===== config.mk =====
export PLATFORM = sky130hd
export DESIGN_NAME = apb3_arbiter_2to1
export DESIGN_NICKNAME = d
export VERILOG_FILES = /design/src/rtl/apb3_arbiter_2to1.sv
export SDC_FILE = /design/constraint.sdc
export NUM_CORES = 1
export LEC_CHECK = 0
export ABC_AREA = 1
export ABC_CLOCK_PERIOD_IN_PS = 3600
export BUFFER_PORTS_ARGS = -buffer_cell sky130_fd_sc_hd__clkbuf_2
export CAP_MARGIN = 0
export CORE_AREA = 2 2 106 108
export CTS_BUF_LIST = sky130_fd_sc_hd__clkbuf_4
export DETAILED_ROUTE_END_ITERATION = 8
export DIE_AREA = 0 0 108 110
export PLACE_DENSITY = 0.7
export REMOVE_ABC_BUFFERS = 1
export SKIP_CTS_REPAIR_TIMING = 1
export SYNTH_ARGS = -nofsm -noshare
export SYNTH_HDL_FRONTEND = slang
export SYNTH_SLANG_ARGS = --single-unit

===== constraint.sdc =====
create_clock -name clk -period 3.6 [get_ports clk]
set_clock_uncertainty 0.2 [all_clocks]
set_input_delay 0.18 -clock clk [delete_from_list [all_inputs] [get_ports clk]]
set_output_delay 0.18 -clock clk [all_outputs]
set_load 0.1 [all_outputs]

===== src/rtl/apb3_arbiter_2to1.sv =====
// Purpose : shares one APB3 completer between two APB3 requesters, granting whole transfers round-robin.
// Latency : completer SETUP one cycle after the request is sampled in IDLE, ACCESS the cycle after; 3 cycles minimum per transfer.
// Backpres: losing requester is held in a legal APB wait (pready=0); a hung completer is cut off with PSLVERR after TimeoutCycles.
module apb3_arbiter_2to1 #(
    parameter int AddressWidth  = 20,
    parameter int DataWidth     = 32,
    parameter int TimeoutCycles = 16
) (
    input  logic                    clk,
    input  logic                    rst,
    input  logic                    s0_psel,
    input  logic                    s0_penable,
    input  logic                    s0_pwrite,
    input  logic [AddressWidth-1:0] s0_paddr,
    input  logic [DataWidth-1:0]    s0_pwdata,
    output logic [DataWidth-1:0]    s0_prdata,
    output logic                    s0_pready,
    output logic                    s0_pslverr,
    input  logic                    s1_psel,
    input  logic                    s1_penable,
    input  logic                    s1_pwrite,
    input  logic [AddressWidth-1:0] s1_paddr,
    input  logic [DataWidth-1:0]    s1_pwdata,
    output logic [DataWidth-1:0]    s1_prdata,
    output logic                    s1_pready,
    output logic                    s1_pslverr,
    output logic                    m_psel,
    output logic                    m_penable,
    output logic                    m_pwrite,
    output logic [AddressWidth-1:0] m_paddr,
    output logic [DataWidth-1:0]    m_pwdata,
    input  logic [DataWidth-1:0]    m_prdata,
    input  logic                    m_pready,
    input  logic                    m_pslverr,
    output logic                    timeout
);

    localparam bit TimeoutEn = (TimeoutCycles > 0);
    localparam int CntWidth  = (TimeoutCycles > 1) ? $clog2(TimeoutCycles) : 1;
    localparam logic [CntWidth-1:0] CntLast =
        (TimeoutCycles > 0) ? CntWidth'(TimeoutCycles - 1) : '0;

    // Encoding chosen so bit 0 is m_psel and bit 1 is m_penable straight off the flops.
    typedef enum logic [1:0] {
        IDLE   = 2'b00,
        SETUP  = 2'b01,
        ACCESS = 2'b11
    } state_t;

    state_t              state;
    state_t              state_next;
    logic                grant;
    logic                last_grant;
    logic                pick;
    logic                req_any;
    logic                tmo_hit;
    logic                xfer_done;
    logic                resp_en;
    logic [CntWidth-1:0] wait_cnt;

    // penable of a requester carries no information the arbiter needs: a request is psel in IDLE.
    logic unused_penable;
    assign unused_penable = s0_penable ^ s1_penable;

    assign req_any   = s0_psel | s1_psel;
    // Tie goes to the requester that did not finish last; otherwise the lone requester.
    assign pick      = (s0_psel & s1_psel) ? ~last_grant : (s1_psel & ~s0_psel);
    assign tmo_hit   = TimeoutEn && (state == ACCESS) && !m_pready && (wait_cnt == CntLast);
    assign xfer_done = (state == ACCESS) && (m_pready || tmo_hit);
    assign resp_en   = !rst && (state == ACCESS);

    // State register
    always_ff @(posedge clk) begin
        if (rst) begin
            state <= IDLE;
        end else begin
            state <= state_next;
        end
    end

    // Next-state: whole-transfer grant, fixed SETUP, ACCESS until ready or timeout
    always_comb begin
        state_next = state;
        case (state)
            IDLE:    if (req_any) state_next = SETUP;
            SETUP:   state_next = ACCESS;
            ACCESS:  if (xfer_done) state_next = IDLE;
            default: state_next = IDLE;
        endcase
    end

    // Outputs: completer strobes from state bits, responses steered to the granted requester
    always_comb begin
        m_psel     = state[0];
        m_penable  = state[1];
        s0_pready  = 1'b0;
        s0_pslverr = 1'b0;
        s0_prdata  = '0;
        s1_pready  = 1'b0;
        s1_pslverr = 1'b0;
        s1_prdata  = '0;
        timeout    = !rst && tmo_hit;
        if (resp_en && !grant) begin
            s0_pready  = m_pready || tmo_hit;
            s0_pslverr = m_pready ? m_pslverr : tmo_hit;
            s0_prdata  = tmo_hit ? '0 : m_prdata;
        end
        if (resp_en && grant) begin
            s1_pready  = m_pready || tmo_hit;
            s1_pslverr = m_pready ? m_pslverr : tmo_hit;
            s1_prdata  = tmo_hit ? '0 : m_prdata;
        end
    end

    // Grant bookkeeping, completer command capture and ACCESS wait counter
    always_ff @(posedge clk) begin
        if (rst) begin
            grant      <= 1'b0;
            last_grant <= 1'b1;
            wait_cnt   <= '0;
            m_pwrite   <= 1'b0;
            m_paddr    <= '0;
            m_pwdata   <= '0;
        end else begin
            if (state == IDLE && req_any) begin
                grant    <= pick;
                m_pwrite <= pick ? s1_pwrite : s0_pwrite;
                m_paddr  <= pick ? s1_paddr  : s0_paddr;
                m_pwdata <= pick ? s1_pwdata : s0_pwdata;
            end
            if (state == SETUP) begin
                wait_cnt <= '0;
            end else if (state == ACCESS && !m_pready) begin
                wait_cnt <= wait_cnt + 1'b1;
            end
            if (xfer_done) begin
                last_grant <= grant;
            end
        end
    end

endmodule


==> summary.md, run 1 <==
| Metric | Value |
|---|---|
| Outcome | `complete, no violations` |
| Post-route cell area | `6300 µm²` |
| Max cap viols | `0` |
| Fin util | `58.9%` |
| Initial Utilization | `34.6%` |
| Gpl congestion | `0.776` |
| Cts bufs inserted | `9` |
| CTS root buffer | `clkbuf_4` |
| Flop pwr share | `32.5%` |
| Slew of the pin with the lowest slew margin | `1040 ps` |
| Ports | `270` |
| Hold WC Path Type | `reg2reg` |
| RSZ-0062 raised after global routing | `false` |
| Largest stage delay on the critical path | `600 ps` |
| CTS tree | `built` |
| Peak supply drop | `0.309 mV` |
| Final worst path period need | `3020 ps` |
| Total GRT Usage | `19.2%` |
| Synth Area per Inst | `5.88 µm²` |
| Die area | `11,900 µm²` |
| Antenna viol nets, final | `0` |
| Worst-path maximum fanout | `34` |
| Slew headroom | `30.5%` |
| Routed vias | `5,152` |
| Synth Cell Area | `3700 µm²` |
| Crit path cell chain | `dlygate4sd3_1 -> clkbuf_2 -> inv_2 -> nand3_2 -> nor3_1 -> clkbuf_2` |
| Clock transition at path regs | `110 ps` |
| CP most frequent cell | `clkbuf_2` |
| CP Capture Type | `primary output` |
| Final worst path period share | `83.8%` |
| Sw frac | `47.6%` |
| Power per cell area | `383 nW/µm²` |
| Comb power frac | `46.7%` |
| Max stage delay cell, worst path | `nand3_2` |
| Sequential element share of the synthesized area | `33.0%` |
| Synth warn | `0` |
| Critical path class | `in2out` |
| DRT iter0 DRCs | `270` |
| Fill cells | `1,002` |
| Syn Inst Count | `629` |
| CORE AREA | `10,700 µm²` |
| Clock Latency Late Sink | `400 ps` |
| Wire per inst | `12.2 µm` |
| Slew Viols, Final | `0` |
| Share of cells above drive strength 1 | `31.0%` |
| Via density | `4.56` |
| Htree depth | `3` |
| Detailed Routing Iterations Pass 1 | `5` |
| Flops & latches, synth | `61` |
| First-pass GRT wire length | `18,100 µm` |
| Die H | `110 µm` |
| Number of clock sinks | `61` |
| Static leakage | `3.67 nW` |
| Crit path DAT | `2640 ps` |
| Synth-to-Final Area Change | `70.3%` |
| Largest net degree at the start of global routing | `107` |
| Int Pwr | `1.26 mW` |
| Vias in the first global route | `4,011` |
| CP required | `3220 ps` |
| Die width | `108 µm` |
| Antenna Cells | `0` |
| IO Port Bufs | `267` |
| Post-DP Area | `5030 µm²` |
| Grt total ovfl | `0` |
| Nets | `1,131` |
| Rows | `38` |
| Switching power | `1.15 mW` |
| Hpwl dp | `8830 µm` |
| DRC violations left | `0` |
| Final wirelength | `13,800 µm` |
| Fmax | `0.331 GHz` |
| Hold Fails Final Rpt | `0` |
| Setup Viol. Count Final | `0` |
| Initial antenna violation count | `0` |
| Max Root-Sink Buffers | `2` |
| Type of origin of the critical path | `input pin` |
| Clock power frac | `20.8%` |
| Synth unique cells | `26` |
==> kinds of logic after synthesis <==
family	synth area share [%]
AND/OR/NAND/NOR	41.9
buffers and inverters	16.0
AO/OA/AOI/OAI	8.76
flip-flops	33.0
adder cells (fa/ha/maj)	0.338
==> routing by layer <==
layer / track usage (%) / share of wire (%) / routed length [µm]
met2: 34.3 / 49 / 6760
met3: 7.17 / 8.6 / 1180
met5: 0 / 0 / 0
met4: 5.49 / 2.5 / 340
met1: 21.6 / 40 / 5470
==> stage by stage <==
step / total power [mW] / setup TNS (ps) / std cells / worst slack [ps] / hold slack, ps
2_1_floorplan: 1.56 / -43390 / 588 / -983 / 49.1
3_3_place_gp: 1.77 / 0 / 1001 / 1140 / 227
3_5_place_dp: 1.78 / 0 / 1001 / 1150 / 232
4_1_cts: 2.28 / 0 / 1017 / 678 / -209
5_1_grt: 2.54 / 0 / 1129 / 476 / 316
6_report: 2.41 / 0 / 1129 / 582 / 295
==> layout make-up <==
| class | instances | area (µm²) | area share [%] |
|---|---|---|---|
| Multi-Input combinational cell | 435 | 1900 | 30.2 |
| Clock inverter | 7 | 75.1 | 1.19 |
| Tap cell | 140 | 175 | 2.78 |
| Timing Repair Buffer | 385 | 2510 | 39.9 |
| Inverter | 92 | 345 | 5.48 |
| Sequential cell | 61 | 1220 | 19.4 |
| Clock buffer | 9 | 67.6 | 1.07 |
==> worst max-delay path: cells and delay by family <==
kind	cells	cell delay [ps]
buffers and inverters	4	1390
and+or+nand+nor	2	1050
==> synthesized netlist by cell type, drive strengths merged <==
library cell	n	area share [%]
inv	92	9.3
a21oi	7	0.95
nand3b	2	0.51
o21bai	1	0.20
o21ai	55	7.4
nor3	65	9.9
nor2	171	18
nand2	126	13
buf	29	5.4
or2	1	0.17
dfxtp	61	33
ha	1	0.34
a31oi	1	0.17
nand3	5	0.81
clkbuf	12	1.3
==> power groups by stage <==
stage	sequential [mW]	combinational, mW	clock, mW
global route	0.794	1.20	0.552
global placement	0.795	0.977	0
CTS	0.783	0.981	0.514
detailed placement	0.796	0.980	0
finish	0.785	1.13	0.501
floorplan	1.30	0.257	0
==> final timing paths <==
kind	from	to	slack, ps	depth (start not counted)
min	last_grant	last_grant	290	2
max reg2reg	state[1]	grant	1000	7
max	rst	s1_prdata[22]	580	6
min reg2reg	last_grant	last_grant	290	2
==> state kept, by name, indices dropped and copies added (netlist names) <==
name        cells
grant           1
last_grant      1
m_paddr        20
m_pwdata       32
m_pwrite        1
state           2
wait_cnt        4
==> cells in the final DEF, fill, tap and decap left out, drive strengths merged <==
master / count
dfxtp: 61
clkbuf: 276
nand3b: 2
nor3: 65
dlygate4sd3: 112
o21bai: 1
clkinvlp: 3
ha: 1
buf: 6
nand2: 126
clkinv: 2
a21oi: 7
nand3: 5
nor2: 171
a31oi: 1
or2: 1
inv: 93
o21ai: 55
bufinv: 1
No activity file was read; power rests on OpenSTA's default activity.
==> run 2, diff against run 1 <==
- ABC_AREA: 1 -> 0
- ABC_CLOCK_PERIOD_IN_PS: 3600 -> 3000
- CORE_AREA: 2 2 106 108 -> 2 2 104 106
- DIE_AREA: 0 0 108 110 -> 0 0 106 108
- PLACE_DENSITY: 0.7 -> 0.67
- clock period: 3.6 -> 3 ns (I/O delays scaled with it)
==> summary.md, run 2 <==
| Metric | Value |
|---|---|
| Placed insts | `802 (was 1,001)` |
| Detailed Routing Iterations Pass 1 | `5 (unchanged)` |
| Rows | `37 (was 38)` |
| Max cap viols | `0 (unchanged)` |
| DRT iter0 DRCs | `314 (was 270)` |
| Die H | `108 µm (was 110 µm)` |
| Synth-to-Final Area Change | `111% (was 70.3%)` |
| Final worst path period share | `95.0%` |
| Clock transition at path regs | `110 ps (about the same)` |
| Vias in the first global route | `3,885 (was 4,011)` |
| Final wirelength | `15,400 µm (was 13,800 µm)` |
| Post-synth top cells | `nand2_1 (109), nor2_1 (67), and2_1 (66), dfxtp_1 (61), a311oi_1 (53) (was nor2_1 (169), nand2_1 (124), inv_1 (90), dfxtp_1 (61), nor3_1 (57))` |
| Post-Place Setup Slack | `782 ps (was 1150 ps)` |
| RSZ-0062 raised after global routing | `false (unchanged)` |
| Initial Utilization | `31.4% (was 34.6%)` |
| Fill cells | `753 (was 1,002)` |
| Total negative slack | `0 ps (unchanged)` |
| Top FF cell, synth | `dfxtp_1 (unchanged)` |
| Initial antenna violation count | `0 (unchanged)` |
| Total GRT Usage | `21.2% (was 19.2%)` |
| Slew of the pin with the lowest slew margin | `1040 ps (about the same)` |
| Antenna Cells | `0 (unchanged)` |
| Grt total ovfl | `0 (unchanged)` |
| Gpl congestion | `0.792 (was 0.776)` |
| Die width | `106 µm (was 108 µm)` |
| Critical path class | `reg2reg (was in2out)` |
| Most common cell after layout, fill and taps aside | `clkbuf_2 (unchanged)` |
| Share of cells above drive strength 1 | `37.3% (was 31.0%)` |
| Max reg flops | `32 (unchanged)` |
| Routed vias | `4,693 (was 5,152)` |
| Hpwl dp | `9790 µm (was 8830 µm)` |
| Htree depth | `3 (unchanged)` |
| Clock Latency Late Sink | `410 ps (was 400 ps)` |
| CORE AREA | `10,200 µm² (was 10,700 µm²)` |
| Antenna viol nets, final | `0 (unchanged)` |
| Asr flop ratio synth | `0% (unchanged)` |
| Max Root-Sink Buffers | `2 (unchanged)` |
| Largest net degree at the start of global routing | `61 (was 107)` |
| Cts bufs inserted | `9 (unchanged)` |
| Slew Viols, Final | `0 (unchanged)` |
| First-pass GRT wire length | `19,300 µm (was 18,100 µm)` |
| IO Port Bufs | `267 (unchanged)` |
| Largest cells by area after synthesis | `dfxtp_1 (38%), a311oi_1 (14%), and2_1 (13%), nand2_1 (13%), nor2_1 (7.8%) (was dfxtp_1 (33%), nor2_1 (17%), nand2_1 (13%), inv_1 (9.1%), nor3_1 (7.7%))` |
| Most flop-heavy register | `m_pwdata (unchanged)` |
| Via density | `5.06 (was 4.56)` |
| Fin cells | `927 (was 1,129)` |
| Final WS setup | `151 ps (was 582 ps)` |
| Synth unique cells | `28 (was 26)` |
| Biggest regs | `m_pwdata: 32 flops, m_paddr: 20 flops, wait_cnt: 4 flops (unchanged)` |
| Synth Area per Inst | `7.50 µm² (was 5.88 µm²)` |
| Most frequent cells in the layout | `clkbuf_2 (203), dlygate4sd3_1 (109), nand2_1 (108) (was clkbuf_2 (267), nor2_1 (169), nand2_1 (123))` |
| Total Power | `2.74 mW (was 2.41 mW)` |
| Static leakage | `3.23 nW (was 3.67 nW)` |
| Die area | `11,400 µm² (was 11,900 µm²)` |
| Power per cell area | `405 nW/µm² (was 383 nW/µm²)` |
| Setup Viol. Count Final | `0 (unchanged)` |
| Crit path cell chain | `nor3_4 -> buf_4 -> nor2_1 -> a311oi_1 -> dlygate4sd3_1 (was dlygate4sd3_1 -> clkbuf_2 -> inv_2 -> nand3_2 -> nor3_1 -> clkbuf_2)` |
| CTS tree | `built (unchanged)` |
| Number of clock sinks | `61 (unchanged)` |
| Peak supply drop | `0.371 mV (was 0.309 mV)` |
| CTS root buffer | `clkbuf_4 (unchanged)` |
| Area fraction of the dominant cell type after synthesis | `38.1% (was 33.0%)` |
| Synth warn | `0 (unchanged)` |
| Cell with the most instances after synthesis | `nand2_1 (was nor2_1)` |
| Worst hold margin | `89.5 ps (was 295 ps)` |
| Ports | `270 (unchanged)` |
| Crit path DAT | `3000 ps (was 2640 ps)` |
| Post-synth EDFFs | `0 (unchanged)` |
| Hold WC Path Type | `in2reg (was reg2reg)` |
| Sequential element share of the synthesized area | `38.1% (was 33.0%)` |
| CP Capture Type | `flop (was primary output)` |
| Fmax | `0.351 GHz` |
| Largest stage delay on the critical path | `720 ps (was 600 ps)` |
| Flops & latches, synth | `61 (unchanged)` |
| DRC violations left | `0 (unchanged)` |
| CP required | `3150 ps (was 3220 ps)` |
| Slew headroom | `30.4% (was 30.5%)` |
| Type of origin of the critical path | `flop (was input pin)` |
| Nets | `933 (was 1,131)` |
| Dominant cell type by area after synthesis | `dfxtp_1 (unchanged)` |
| Flop2flop setup slack | `150 ps (was 1000 ps)` |
| Max stage delay cell, worst path | `nor3_4 (was nand3_2)` |
| Final worst path period need | `2850 ps` |
| Wire per inst | `16.6 µm (was 12.2 µm)` |
| Synth Cell Area | `3210 µm² (was 3700 µm²)` |
| Worst-path maximum fanout | `28 (was 34)` |
| Outcome | `complete, no violations (unchanged)` |
| Hold Fails Final Rpt | `0 (unchanged)` |
| Syn Inst Count | `428 (was 629)` |
run 2: worst max-delay path: cells and delay by family, from the launching register on:
family,cells,cell delay (ps)
buf+inv,2,1030
compound gates,1,260
simple gates,2,800
flops,1,480
run 2: layout make-up:
type                       count  area, µm²  share of cell area [%]
clock buffer                  11       82.6                    1.22
tap                          136        170                    2.52
inverter                       3       11.3                   0.167
timing repair buffer         385       3470                    51.3
multi-input combinational    326       1780                    26.3
clock inverter                 5       27.5                   0.407
sequential                    61       1220                    18.1
run 2: kinds of logic after synthesis:
| group | Yosys count | share of synthesized area, % |
|---|---|---|
| and+or+nand+nor | 258 | 37.6 |
| adders and majority gates | 1 | 0.390 |
| DFF | 61 | 38.1 |
| AOI/OAI and AO/OA | 66 | 17.1 |
| muxes | 1 | 0.351 |
| buffers and inverters | 41 | 6.55 |
run 2: path summary, 6_finish.rpt:
check | start | endpoint | cells after the start
setup / recovery | state[1] | m_pwdata[7] | 5
setup reg to reg | state[1] | m_pwdata[7] | 5
hold / removal | m_pready | last_grant | 3
hold reg to reg | last_grant | last_grant | 1
run 2: stage by stage:
step / cell area [µm²] / util [%]
floorplan: 3010 / -
global placement: 5560 / 54.3
detailed placement: 5560 / 54.3
CTS: 5670 / 55.4
global route: 6760 / 66.1
finish: 6760 / 66.1
run 2: metal layers:
metal,vias to the layer above,GRT usage (%),part of all wire [%],routed length (µm)
met5,-,0,0,0
met4,0,5.17,3.1,480
met3,49,7.35,9.2,1420
met2,317,40.5,52,8060
met1,2150,22.3,35,5460
li1,2177,-,-,-
run 2: where the power goes:
part           internal, mW  switching (mW)  total, mW
Clock                 0.183           0.308      0.490
Combinational         0.377           0.922       1.30
Sequential            0.891          0.0557      0.947
Total                  1.45            1.29       2.74
